[src/rtl/fm_demod_pkg.sv]
// rtl/fm_demod_pkg.sv - shared types and constants for the FM frequency estimator
package fm_demod_pkg;

    typedef enum logic {
        SYNC = 1'b0,
        RUN  = 1'b1
    } fsm_state_t;

    localparam int DEF_NBITS_PHASE  = 13;
    localparam int DEF_NBITS_WINDOW = 10;
    localparam int SHIFT            = DEF_NBITS_PHASE - DEF_NBITS_WINDOW;

    localparam logic signed [31:0] DEF_HYST = 32'sd4096;

endpackage

[src/rtl/zc_detect.sv]
// rtl/zc_detect.sv - rising zero-crossing detector with symmetric hysteresis
module zc_detect
    import fm_demod_pkg::*;
#(
    parameter logic signed [31:0] HYST = DEF_HYST
) (
    input  logic               clock,
    input  logic               reset,
    input  logic               enableclk,
    input  logic               clear,
    input  logic signed [31:0] insine,
    output logic               armed,
    output logic               crossing
);

    logic is_low;
    logic is_high;

    assign is_low   = insine < -HYST;
    assign is_high  = insine >= HYST;
    assign crossing = armed & is_high;

    // Low and high thresholds are disjoint, so arming and firing never coincide.
    always_ff @(posedge clock or posedge reset) begin
        if (reset) begin
            armed <= 1'b0;
        end else if (clear) begin
            armed <= 1'b0;
        end else if (enableclk) begin
            if (is_low) begin
                armed <= 1'b1;
            end else if (crossing) begin
                armed <= 1'b0;
            end
        end
    end

endmodule

[src/rtl/fm_freq_estimator.sv]
// rtl/fm_freq_estimator.sv - recovers phase increment by gated zero-crossing count
module fm_freq_estimator
    import fm_demod_pkg::*;
#(
    parameter int                 NBITS_PHASE  = DEF_NBITS_PHASE,
    parameter int                 NBITS_WINDOW = DEF_NBITS_WINDOW,
    parameter logic signed [31:0] HYST         = DEF_HYST
) (
    input  logic               clock,
    input  logic               reset,
    input  logic               enableclk,
    input  logic               clear,
    input  logic signed [31:0] insine,
    output logic [31:0]        phaseinc_est,
    output logic               est_valid,
    output logic               locked
);

    localparam int EST_SHIFT = NBITS_PHASE - NBITS_WINDOW;

    fsm_state_t              state;
    fsm_state_t              state_d;
    logic [NBITS_WINDOW-1:0] win_cnt;
    logic [NBITS_WINDOW-1:0] win_cnt_d;
    logic [NBITS_WINDOW-1:0] xcnt;
    logic [NBITS_WINDOW-1:0] xcnt_d;
    logic [NBITS_WINDOW:0]   final_cnt;
    logic [31:0]             est_d;
    logic                    window_end;
    logic                    sync_hit;
    logic                    armed;
    logic                    crossing;

    zc_detect #(
        .HYST (HYST)
    ) u_zc_detect (
        .clock     (clock),
        .reset     (reset),
        .enableclk (enableclk),
        .clear     (clear),
        .insine    (insine),
        .armed     (armed),
        .crossing  (crossing)
    );

    assign sync_hit  = insine < -HYST;
    // A crossing on the closing sample still belongs to the window being reported.
    assign final_cnt = {1'b0, xcnt} + {{NBITS_WINDOW{1'b0}}, crossing};
    assign est_d     = 32'(final_cnt) << EST_SHIFT;

    always_comb begin
        state_d    = state;
        win_cnt_d  = win_cnt;
        xcnt_d     = xcnt;
        window_end = 1'b0;
        case (state)
            SYNC: begin
                // The arming sample is sample 0, so the counter restarts at 1.
                if (sync_hit) begin
                    state_d   = RUN;
                    win_cnt_d = {{(NBITS_WINDOW-1){1'b0}}, 1'b1};
                end
            end
            RUN: begin
                win_cnt_d = win_cnt + 1'b1;
                if (win_cnt == {NBITS_WINDOW{1'b1}}) begin
                    window_end = 1'b1;
                    xcnt_d     = '0;
                end else if (crossing) begin
                    xcnt_d = xcnt + 1'b1;
                end
            end
            default: state_d = SYNC;
        endcase
    end

    always_ff @(posedge clock or posedge reset) begin
        if (reset) begin
            state        <= SYNC;
            win_cnt      <= '0;
            xcnt         <= '0;
            phaseinc_est <= '0;
            est_valid    <= 1'b0;
            locked       <= 1'b0;
        end else begin
            est_valid <= 1'b0;
            if (clear) begin
                state   <= SYNC;
                win_cnt <= '0;
                xcnt    <= '0;
                locked  <= 1'b0;
            end else if (enableclk) begin
                state   <= state_d;
                win_cnt <= win_cnt_d;
                xcnt    <= xcnt_d;
                if (window_end) begin
                    phaseinc_est <= est_d;
                    est_valid    <= 1'b1;
                    locked       <= 1'b1;
                end
            end
        end
    end

endmodule

[config.mk]
export PLATFORM = sky130hd
export DESIGN_NAME = fm_freq_estimator
export DESIGN_NICKNAME = d
export VERILOG_FILES = /design/src/rtl/fm_demod_pkg.sv /design/src/rtl/zc_detect.sv /design/src/rtl/fm_freq_estimator.sv
export SDC_FILE = /design/constraint.sdc
export NUM_CORES = 1
export LEC_CHECK = 0
export CORE_UTILIZATION = 48
export CTS_BUF_LIST = sky130_fd_sc_hd__clkbuf_8
export CTS_CLUSTER_SIZE = 10
export DETAILED_ROUTE_END_ITERATION = 10
export MAX_ROUTING_LAYER = met4
export PLACE_DENSITY = 0.91
export SETUP_SLACK_MARGIN = 0.05
export SLEW_MARGIN = 20
export SYNTH_ARGS = -nofsm -noshare
export SYNTH_HDL_FRONTEND = slang
export SYNTH_SLANG_ARGS = --single-unit
export TNS_END_PERCENT = 30
[constraint.sdc]
create_clock -name clock -period 2.39 [get_ports clock]
set_input_delay 0.3585 -clock clock [delete_from_list [all_inputs] [get_ports clock]]
set_output_delay 0.3585 -clock clock [all_outputs]
set_load 0.02 [all_outputs]
==> impl_metrics.yaml, run 1 <==
global_routing:
  overflow: 0
  grt_max_degree: 36
  antenna_found_initial: 0
  grtUsageTotal_pct: 22.3
  grt_pass1_wl_um: 7510
  grt_pass1_vias: 1782
logic_synthesis:
  ys_ff_latch: 35
  synth-xor-area-share_pct: 3.70
  synthArstFlopShare_pct: 100
  synth_mux_area_share_pct: 3.46
  synth-simple-area-share_pct: 21.7
  synth-compound-area-share_pct: 15.3
  synth_flop_cell: "dfrtp_1"
  synth_top_family_by_area: "simple AND/OR/NAND/NOR gates"
  synthAdderAreaFrac_pct: 2.35
  yosys_warnings: 0
  synthDistinctLibCells: 46
  synth_seq_area_share_pct: 41.1
  synth_edf_count: 0
  syn_area_per_cell_um2: 8.95
  syn_area_um2: 2130
  syn_inst: 238
sta:
  period_share_pct: 91.9
  hold_ws_ns: 0.472
  timing.setup.tns_ns: 0
  period_minus_slack_ns: 2.20
  timing.fmax_mhz: 456
  rsz0062_at_grt: "no"
  setup_viol: 0
  skew_ns: 0.00727
  finalHoldViolations: 0
  drv_slew: 0
  setup_ws_ns: 0.195
finish:
  fillers: 355
  final_util_pct: 63.5
  final_common_cell: "clkdlybuf4s50_1"
  fin_nets: 322
  final_cell_mix: "clkdlybuf4s50_1, dfrtp_1, nand3_1, conb_1, a21oi_1"
  drive_above_1_share_pct: 10.3
  diodes: 0
  layout.cells.non_filler: 332
  final_cell_area_um2: 2630
  area_growth_pct: 23.5
floorplanning:
  initial_utilization_pct: 51.4
  core_area_um2: 4140
  die_x_um: 68.6
  dieArea_um2: 4710
  num_rows: 23
  die_h_um: 68.6
  io_pins: 70
worst_setup_path:
  startpoint_type: "primary input"
  worstSetupPathType: "primary input to register"
  worstPathMaxFanout: 5
  cp_slowest_stage_delay_ns: 0.43
  cp_num_buf_inv: 2
  path_cells: "clkdlybuf4s50_1 > nor4_2 > nand4_1 > o21ai_1 > inv_1 > ha_1 > ha_1 > nand3_1 > nor2_1 > mux2_2"
  critPathTopFamily: "simple AND/OR/NAND/NOR gates"
  crit_slowest_cell: "clkdlybuf4s50_1"
  worstPathRequired_ns: 2.57
  worstSetupEndpointType: "register"
  cp.arrival_ns: 2.37
  cp_common_cell: "ha_1"
clocking:
  cts_sinks: 35
  root_buffer: "clkbuf_8"
  path_clk_slew_ns: 0.07
  worstSkewPairLatency_ns: 0.29
  cts_made_buffers: 5
  cts_buffer_depth: 2
  cts_tree: "yes"
  h-tree-depth: 2
routing:
  drt-vias-per-instance: 5.59
  wl_per_cell_um: 13.9
  first_pass_iters: 4
  drtIter0Drc: 67
  routed_wl_um: 4600
  drc_errors: 0
  vias: 1855
  ant_nets: 0
run_status:
  outcome: "finished clean"
power:
  total_power_mw: 1.25
  vdd_drop_max_uv: 348
  power.density_nw_per_um2: 474
  p_leak_nw: 1.12
hold_path:
  hp-class: "primary input to async pin"
placed_design:
  place.gp.congestion: 0.841
  dp_cells: 325
  port_buffers: 36
  place_ws_ns: -0.146
  placed_area_um2: 2520
  hpwlAfterDp_um: 3380
flow_run:
  maxCapViolations: 0
==> kinds of logic after synthesis <==
family                     count (synthesis)
and+or+nand+nor                           87
AOI/OAI and AO/OA                         50
buffers and inverters                     45
DFF                                       35
xor gates and xnor gates                   9
muxes                                      7
adders and majority gates                  4
other                                      1
==> sequential cells by signal (all words and copies together) (netlist names) <==
register / cells
est_valid: 1
locked: 1
phaseinc_est: 11
state: 1
u_zc_detect.armed: 1
win_cnt: 10
xcnt: 10
==> synth_stat cells, types with 2 or more instances <==
master	n	area share [%]
dfrtp_1	35	41
nor2_2	2	0.59
nand3_1	21	4.9
nand4_1	5	1.5
nor3_1	2	0.47
nand2_1	11	1.9
a31oi_1	3	0.88
nor4_1	6	1.8
xor2_1	6	2.5
buf_4	22	7.8
buf_2	5	1.2
o21ai_1	2	0.47
mux2_2	3	1.6
a21oi_1	20	4.7
nor2_1	18	3.2
o31ai_1	5	1.8
o21ai_0	3	0.70
o32ai_1	6	2.5
mux2i_1	4	1.9
inv_1	13	2.3
xnor2_1	3	1.2
clkbuf_1	4	0.70
and3_1	7	2.1
or4_1	5	1.8
ha_1	4	2.3
nand3b_1	3	1.1
==> tightest hold or removal path: stages <==
cell and delay (ns):
clkdlybuf4s50_1 0.39, inv_1 0.05, buf_4 0.39
==> repair_timing <==
action | CTS | global route
resized for setup | 0 | 2
setup endpoints to repair | 0 | 5
buffers inserted | 0 | 0
hold buffers | 0 | 0
==> final cells by class <==
type	instances	area, um^2	share of cell area (%)
clock inverters	2	33.8	1.28
flip-flops and latches	35	876	33.3
repair buffers	49	458	17.4
multi-input cells	178	1080	41.2
well taps	50	62.6	2.38
clock buffers	5	68.8	2.62
inverters	13	48.8	1.85
==> layer usage <==
metal / share of wire [%] / vias up / GRT usage (%)
li1: - / 906 / -
met2: 53 / 38 / 39.8
met5: 0 / - / -
met1: 42 / 899 / 22.9
met4: 2.0 / 0 / 11.5
met3: 3.0 / 12 / 4.61
==> worst paths after layout <==
| kind | startpoint | end | slack, ns | cells past startpoint |
|---|---|---|---|---|
| min | reset | phaseinc_est[6] | 0.47 | 3 |
| max | insine[25] | phaseinc_est[13] | 0.19 | 10 |
| max reg2reg | win_cnt[0] | xcnt[4] | 0.55 | 6 |
| min in group clock | locked | locked | 0.49 | 1 |
| min reg2reg | locked | locked | 0.49 | 1 |
| max in group asynchronous | reset | win_cnt[7] | 1.59 | 3 |
==> power breakdown <==
| part | switching, mW | internal [mW] |
|---|---|---|
| registers | 0.00497 | 0.596 |
| logic | 0.0847 | 0.0532 |
| clock network | 0.208 | 0.301 |
(Power assumes the default switching activity.)
==> run 2, diff against run 1 <==
Settings changed: CORE_UTILIZATION 48 to 34, GPL_TIMING_DRIVEN set to 0, PLACE_DENSITY 0.91 to 0.7.
==> run 2 against run 1 <==
Compared with the run above: clock skew is 0.0012 ns higher; via count is 1.8% higher; wire length is 2.0% higher; flip-flop and latch count stayed put; global-route usage is 6.1 points lower; sequential share of layout area is 2.9 points lower; first-iteration DRC count is 40% higher; combinational power is 17% higher; critical path depth is 1 higher; clock power is 5.3% higher; maximum frequency is 0.85% lower; register-to-register slack worse by 0.11 ns; largest cell class unchanged.
==> impl_metrics.yaml, run 2 (synthesis results as in run 1) <==
run_status:
  outcome: "finished clean"
worst_setup_path:
  worstSetupPathType: "primary input to register"
  worstSetupEndpointType: "register"
  timing.rr.start: "win_cnt[0]"
  rrSetupSlack_ns: 0.44
  crit_start: "insine[22]"
  reg2regPathDepth: 7
  r2r-end: "phaseinc_est[4]"
  endpoint: "phaseinc_est[13]"
  worstPathRequired_ns: 2.57
  cp.arrival_ns: 2.40
  startpoint_type: "primary input"
  worstPathMaxFanout: 6
clocking:
  worstSkewPairLatency_ns: 0.29
  path_clk_slew_ns: 0.07
  cts_made_buffers: 5
  cts_sinks: 35
  cts_buffer_depth: 2
  cts_tree: "yes"
  root_buffer: "clkbuf_8"
  h-tree-depth: 2
sta:
  timing.setup.tns_ns: 0
  setup_ws_ns: 0.176
  setup_viol: 0
  drv_slew: 0
  slew_headroom_pct: 51.3
  period_minus_slack_ns: 2.21
  timing.fmax_mhz: 452
  worstMarginPinSlew_ns: 0.729
  period_share_pct: 92.6
  hold_ws_ns: 0.483
  finalHoldViolations: 0
  skew_ns: 0.00849
  rsz0062_at_grt: "no"
power:
  power.density_nw_per_um2: 450
  p_leak_nw: 1.32
  total_power_mw: 1.30
  vdd_drop_max_uv: 218
hold_path:
  hp-class: "register to register"
  min_from: "locked"
global_routing:
  grtUsageTotal_pct: 16.1
  top_usage_layer: "met2"
  antenna_found_initial: 0
  grt_max_degree: 36
  overflow: 0
  gr-usage-met2_pct: 26.2
  grt_pass1_wl_um: 7900
  use_met1_pct: 19.5
  gr-usage-met3_pct: 3.37
  grt_pass1_vias: 1745
finish:
  fin_nets: 344
  final_cell_area_um2: 2890
  drive_above_1_share_pct: 18.4
  area_growth_pct: 35.4
  fillers: 564
  diodes: 0
  final_cell_mix: "dfrtp_1, clkdlybuf4s50_1, buf_4, conb_1"
  final_util_pct: 48.2
  final_common_cell: "dfrtp_1"
  regMostFlops: "phaseinc_est"
  reg.largest.list: "phaseinc_est x11, win_cnt x10, xcnt x10"
  layout.cells.non_filler: 380
  largest_reg_flops: 11
routing:
  drc_errors: 0
  drt-vias-per-instance: 4.97
  wl_per_cell_um: 12.4
  routed_wl_um: 4700
  ant_nets: 0
  first_pass_iters: 4
  vias: 1888
  drtIter0Drc: 94
placed_design:
  place_ws_ns: -0.453
  port_buffers: 36
  hpwlAfterDp_um: 3410
  placed_area_um2: 2660
  dp_cells: 369
  place.gp.congestion: 0.845
floorplanning:
  dieArea_um2: 6590
  die_h_um: 81.2
  num_rows: 28
  die_x_um: 81.2
  core_area_um2: 5990
  initial_utilization_pct: 35.6
  io_pins: 70
flow_run:
  maxCapViolations: 0
[run 2: changes by cell type in the layout (fill, tap and decap cells not counted), moves of 4 or more]
cell	previous run	this run
buf_4	13	25
clkdlybuf4s50_1	36	26
dlymetal6s2s_1	0	10
buf_2	0	4
clkbuf_1	0	4
[run 2: worst min-delay path by stage]
stage	endpoint	slack (ns)	cells past startpoint
after global routing	locked	0.52	1
after floorplan	win_cnt[0]	0.46	1
after CTS	locked	0.49	1
after detailed placement	locked	0.47	1
after global placement	locked	0.47	1
final	locked	0.48	1
[run 2: layer usage]
metal	wire length (um)	up-vias
met3	200	9
met4	78	0
met1	2110	877
li1	-	954
met5	0	-
met2	2310	48
[run 2: what timing repair did]
action / in CTS / in global routing
hold buffers: 0 / 0
setup buffers: 2 / 1
gates resized for setup: 5 / 17
endpoints found under the hold margin: 0 / 0
pin swaps: 1 / 6
endpoints found under the setup margin: 6 / 11
[run 2: report_power, final]
group	leakage, nW	switching (mW)	internal, mW
logic	0.773	0.0913	0.0702
registers	0.486	0.00495	0.596
clock network	0.0581	0.226	0.310
total	1.32	0.322	0.977
[run 2: worst max-delay path, cell delays in order]
cell             delay, ns
clkdlybuf4s50_1       0.43
nor4_2                0.23
nand4_1               0.21
o21ai_2               0.23
buf_6                 0.14
inv_1                 0.07
ha_4                  0.17
ha_4                  0.18
nand3_1               0.08
nor2_1                0.04
mux2_2                0.25
[run 2: final cells by class]
cell class	instances	area (um^2)	share of cell area, %
buffer	32	216	7.50
clock buffer	5	68.8	2.39
clock inverter	3	43.8	1.52
inverter	13	48.8	1.69
multi-input combinational	178	1130	39.2
sequential	35	876	30.4
tap	75	93.8	3.25
timing repair buffer	39	408	14.1
==> run 3, diff against run 2 <==
Clock period 2.39 ns to 2.1 ns, I/O delays scaled along.
==> run 3 against run 2 <==
Compared with the run above: critical path depth shrank 1; flip-flop and latch count stayed put; first-iteration DRC count grew 2.1%; cell area grew 1.4%; total power is 14% higher; register-to-register slack got worse by 0.27 ns; critical path type unchanged; sequential share of layout area down 0.42 points.
==> impl_metrics.yaml, run 3 (synthesis results as in run 1) <==
worst_setup_path:
  worstSetupPathType: "primary input to register"
  worstPathMaxFanout: 5
  critPathTopFamily: "buffers and inverters"
  cp_num_buf_inv: 3
  worstSetupEndpointType: "register"
  cp_slowest_stage_delay_ns: 0.43
  startpoint_type: "primary input"
  crit_slowest_cell: "clkdlybuf4s50_1"
  cp_common_cell: "ha_4"
  cp.arrival_ns: 2.18
  worstPathRequired_ns: 2.28
  rrSetupSlack_ns: 0.17
  path_cells: "clkdlybuf4s50_1 > or3_4 > o21ai_4 > buf_6 > inv_2 > ha_4 > ha_4 > nand3_2 > nor2_1 > mux2_2"
finish:
  largest_reg_flops: 11
  seqCellArea_um2: 876
  fin_nets: 346
  fillers: 563
  final_cell_mix: "dfrtp_1, buf_4, conb_1, a21oi_1"
  diodes: 0
  layout.cells.non_filler: 382
  multi_input_area_um2: 1170
  drive_above_1_share_pct: 21.2
  reg.largest.list: "phaseinc_est x11, win_cnt x10, xcnt x10"
  final_common_cell: "dfrtp_1"
  regMostFlops: "phaseinc_est"
  area_growth_pct: 37.3
routing:
  routed_wl_um: 4750
  first_pass_iters: 4
  drt-vias-per-instance: 4.96
  drc_errors: 0
  wl_per_cell_um: 12.4
  vias: 1896
  ant_nets: 0
  drtIter0Drc: 96
sta:
  period_minus_slack_ns: 2.00
  worstMarginPinSlew_ns: 0.742
  finalHoldViolations: 0
  period_share_pct: 95.0
  drv_slew: 0
  slew_headroom_pct: 50.5
  skew_ns: 0.00737
  setup_viol: 0
  timing.setup.tns_ns: 0
  rsz0062_at_grt: "no"
  timing.fmax_mhz: 501
global_routing:
  grt_pass1_vias: 1757
  grt_pass1_wl_um: 8050
  antenna_found_initial: 0
  overflow: 0
  grt_max_degree: 36
  grtUsageTotal_pct: 16.5
placed_design:
  dp_cells: 369
  port_buffers: 36
  hpwlAfterDp_um: 3410
  place.gp.congestion: 0.845
clocking:
  cts_buffer_depth: 2
  cts_made_buffers: 5
  worstSkewPairLatency_ns: 0.29
  path_clk_slew_ns: 0.07
  cts_tree: "yes"
  h-tree-depth: 2
  root_buffer: "clkbuf_8"
  cts_sinks: 35
floorplanning:
  num_rows: 28
  die_h_um: 81.2
  io_pins: 70
  die_x_um: 81.2
  initial_utilization_pct: 35.6
  core_area_um2: 5990
  dieArea_um2: 6590
power:
  vdd_drop_max_uv: 245
  p_leak_nw: 1.31
  power.density_nw_per_um2: 504
run_status:
  outcome: "finished clean"
hold_path:
  hp-class: "primary input to async pin"
flow_run:
  maxCapViolations: 0
[run 3: cell count changes in the layout (fill, tap and decap cells not counted), moves of 2 or more]
cell,before,now
nand3_2,1,5
dlymetal6s2s_1,10,6
clkdlybuf4s15_1,0,4
nand3_1,20,16
clkdlybuf4s50_1,26,18
dlygate4sd2_1,0,8
buf_4,25,27
[run 3: worst paths after layout]
| check | startpoint | end | cells after the start |
|---|---|---|---|
| worst max-delay path | insine[15] | phaseinc_est[13] | 10 |
| max in group asynchronous | reset | phaseinc_est[7] | 2 |
| worst min register to register | locked | locked | 1 |
| worst max register to register | win_cnt[0] | xcnt[4] | 7 |
| worst min-delay path | reset | xcnt[5] | 2 |
| min in group clock | locked | locked | 1 |
[run 3: area by class of cell]
| type | count | share of cell area, % |
|---|---|---|
| Buffer | 32 | 7.40 |
| Clock buffer | 5 | 2.35 |
| Clock inverter | 3 | 1.50 |
| Inverter | 13 | 1.67 |
| Multi-Input combinational cell | 178 | 40.2 |
| Sequential cell | 35 | 29.9 |
| Tap cell | 75 | 3.21 |
| Timing Repair Buffer | 41 | 13.8 |
[run 3: through the flow]
| step | worst slack (ns) | hold slack, ns | cell area [um^2] | util (%) | power (mW) |
|---|---|---|---|---|---|
| 6_report | 0.104 | 0.469 | 2930 | 48.8 | 1.47 |
| 5_1_grt | 0.0111 | 0.515 | 2930 | 48.8 | 1.55 |
| 4_1_cts | 0.0619 | 0.488 | 2830 | 47.3 | 1.49 |
| 3_5_place_dp | -0.699 | 0.470 | 2660 | 44.4 | 0.876 |
| 3_3_place_gp | -0.668 | 0.469 | 2660 | 44.4 | 0.873 |
| 2_1_floorplan | 0.0716 | 0.459 | 2210 | - | 0.807 |
[run 3: power breakdown]
part	switching (mW)	internal [mW]
clock	0.254	0.353
sequential	0.00553	0.678
combinational	0.107	0.0755
[run 3: what timing repair did]
item | 4_1_cts | 5_1_grt
pin swaps | 6 | 9
hold buffers | 0 | 0
buffers inserted | 3 | 2
endpoints found under the setup margin | 12 | 21
gates resized for setup | 22 | 22
[run 3: layer usage]
metal | part of all wire, % | vias to the layer above | GRT usage [%]
met4 | 0.90 | 0 | 6.25
met3 | 4.4 | 5 | 3.37
met2 | 51 | 47 | 26.9
li1 | - | 957 | -
met5 | 0 | - | -
met1 | 44 | 887 | 19.9
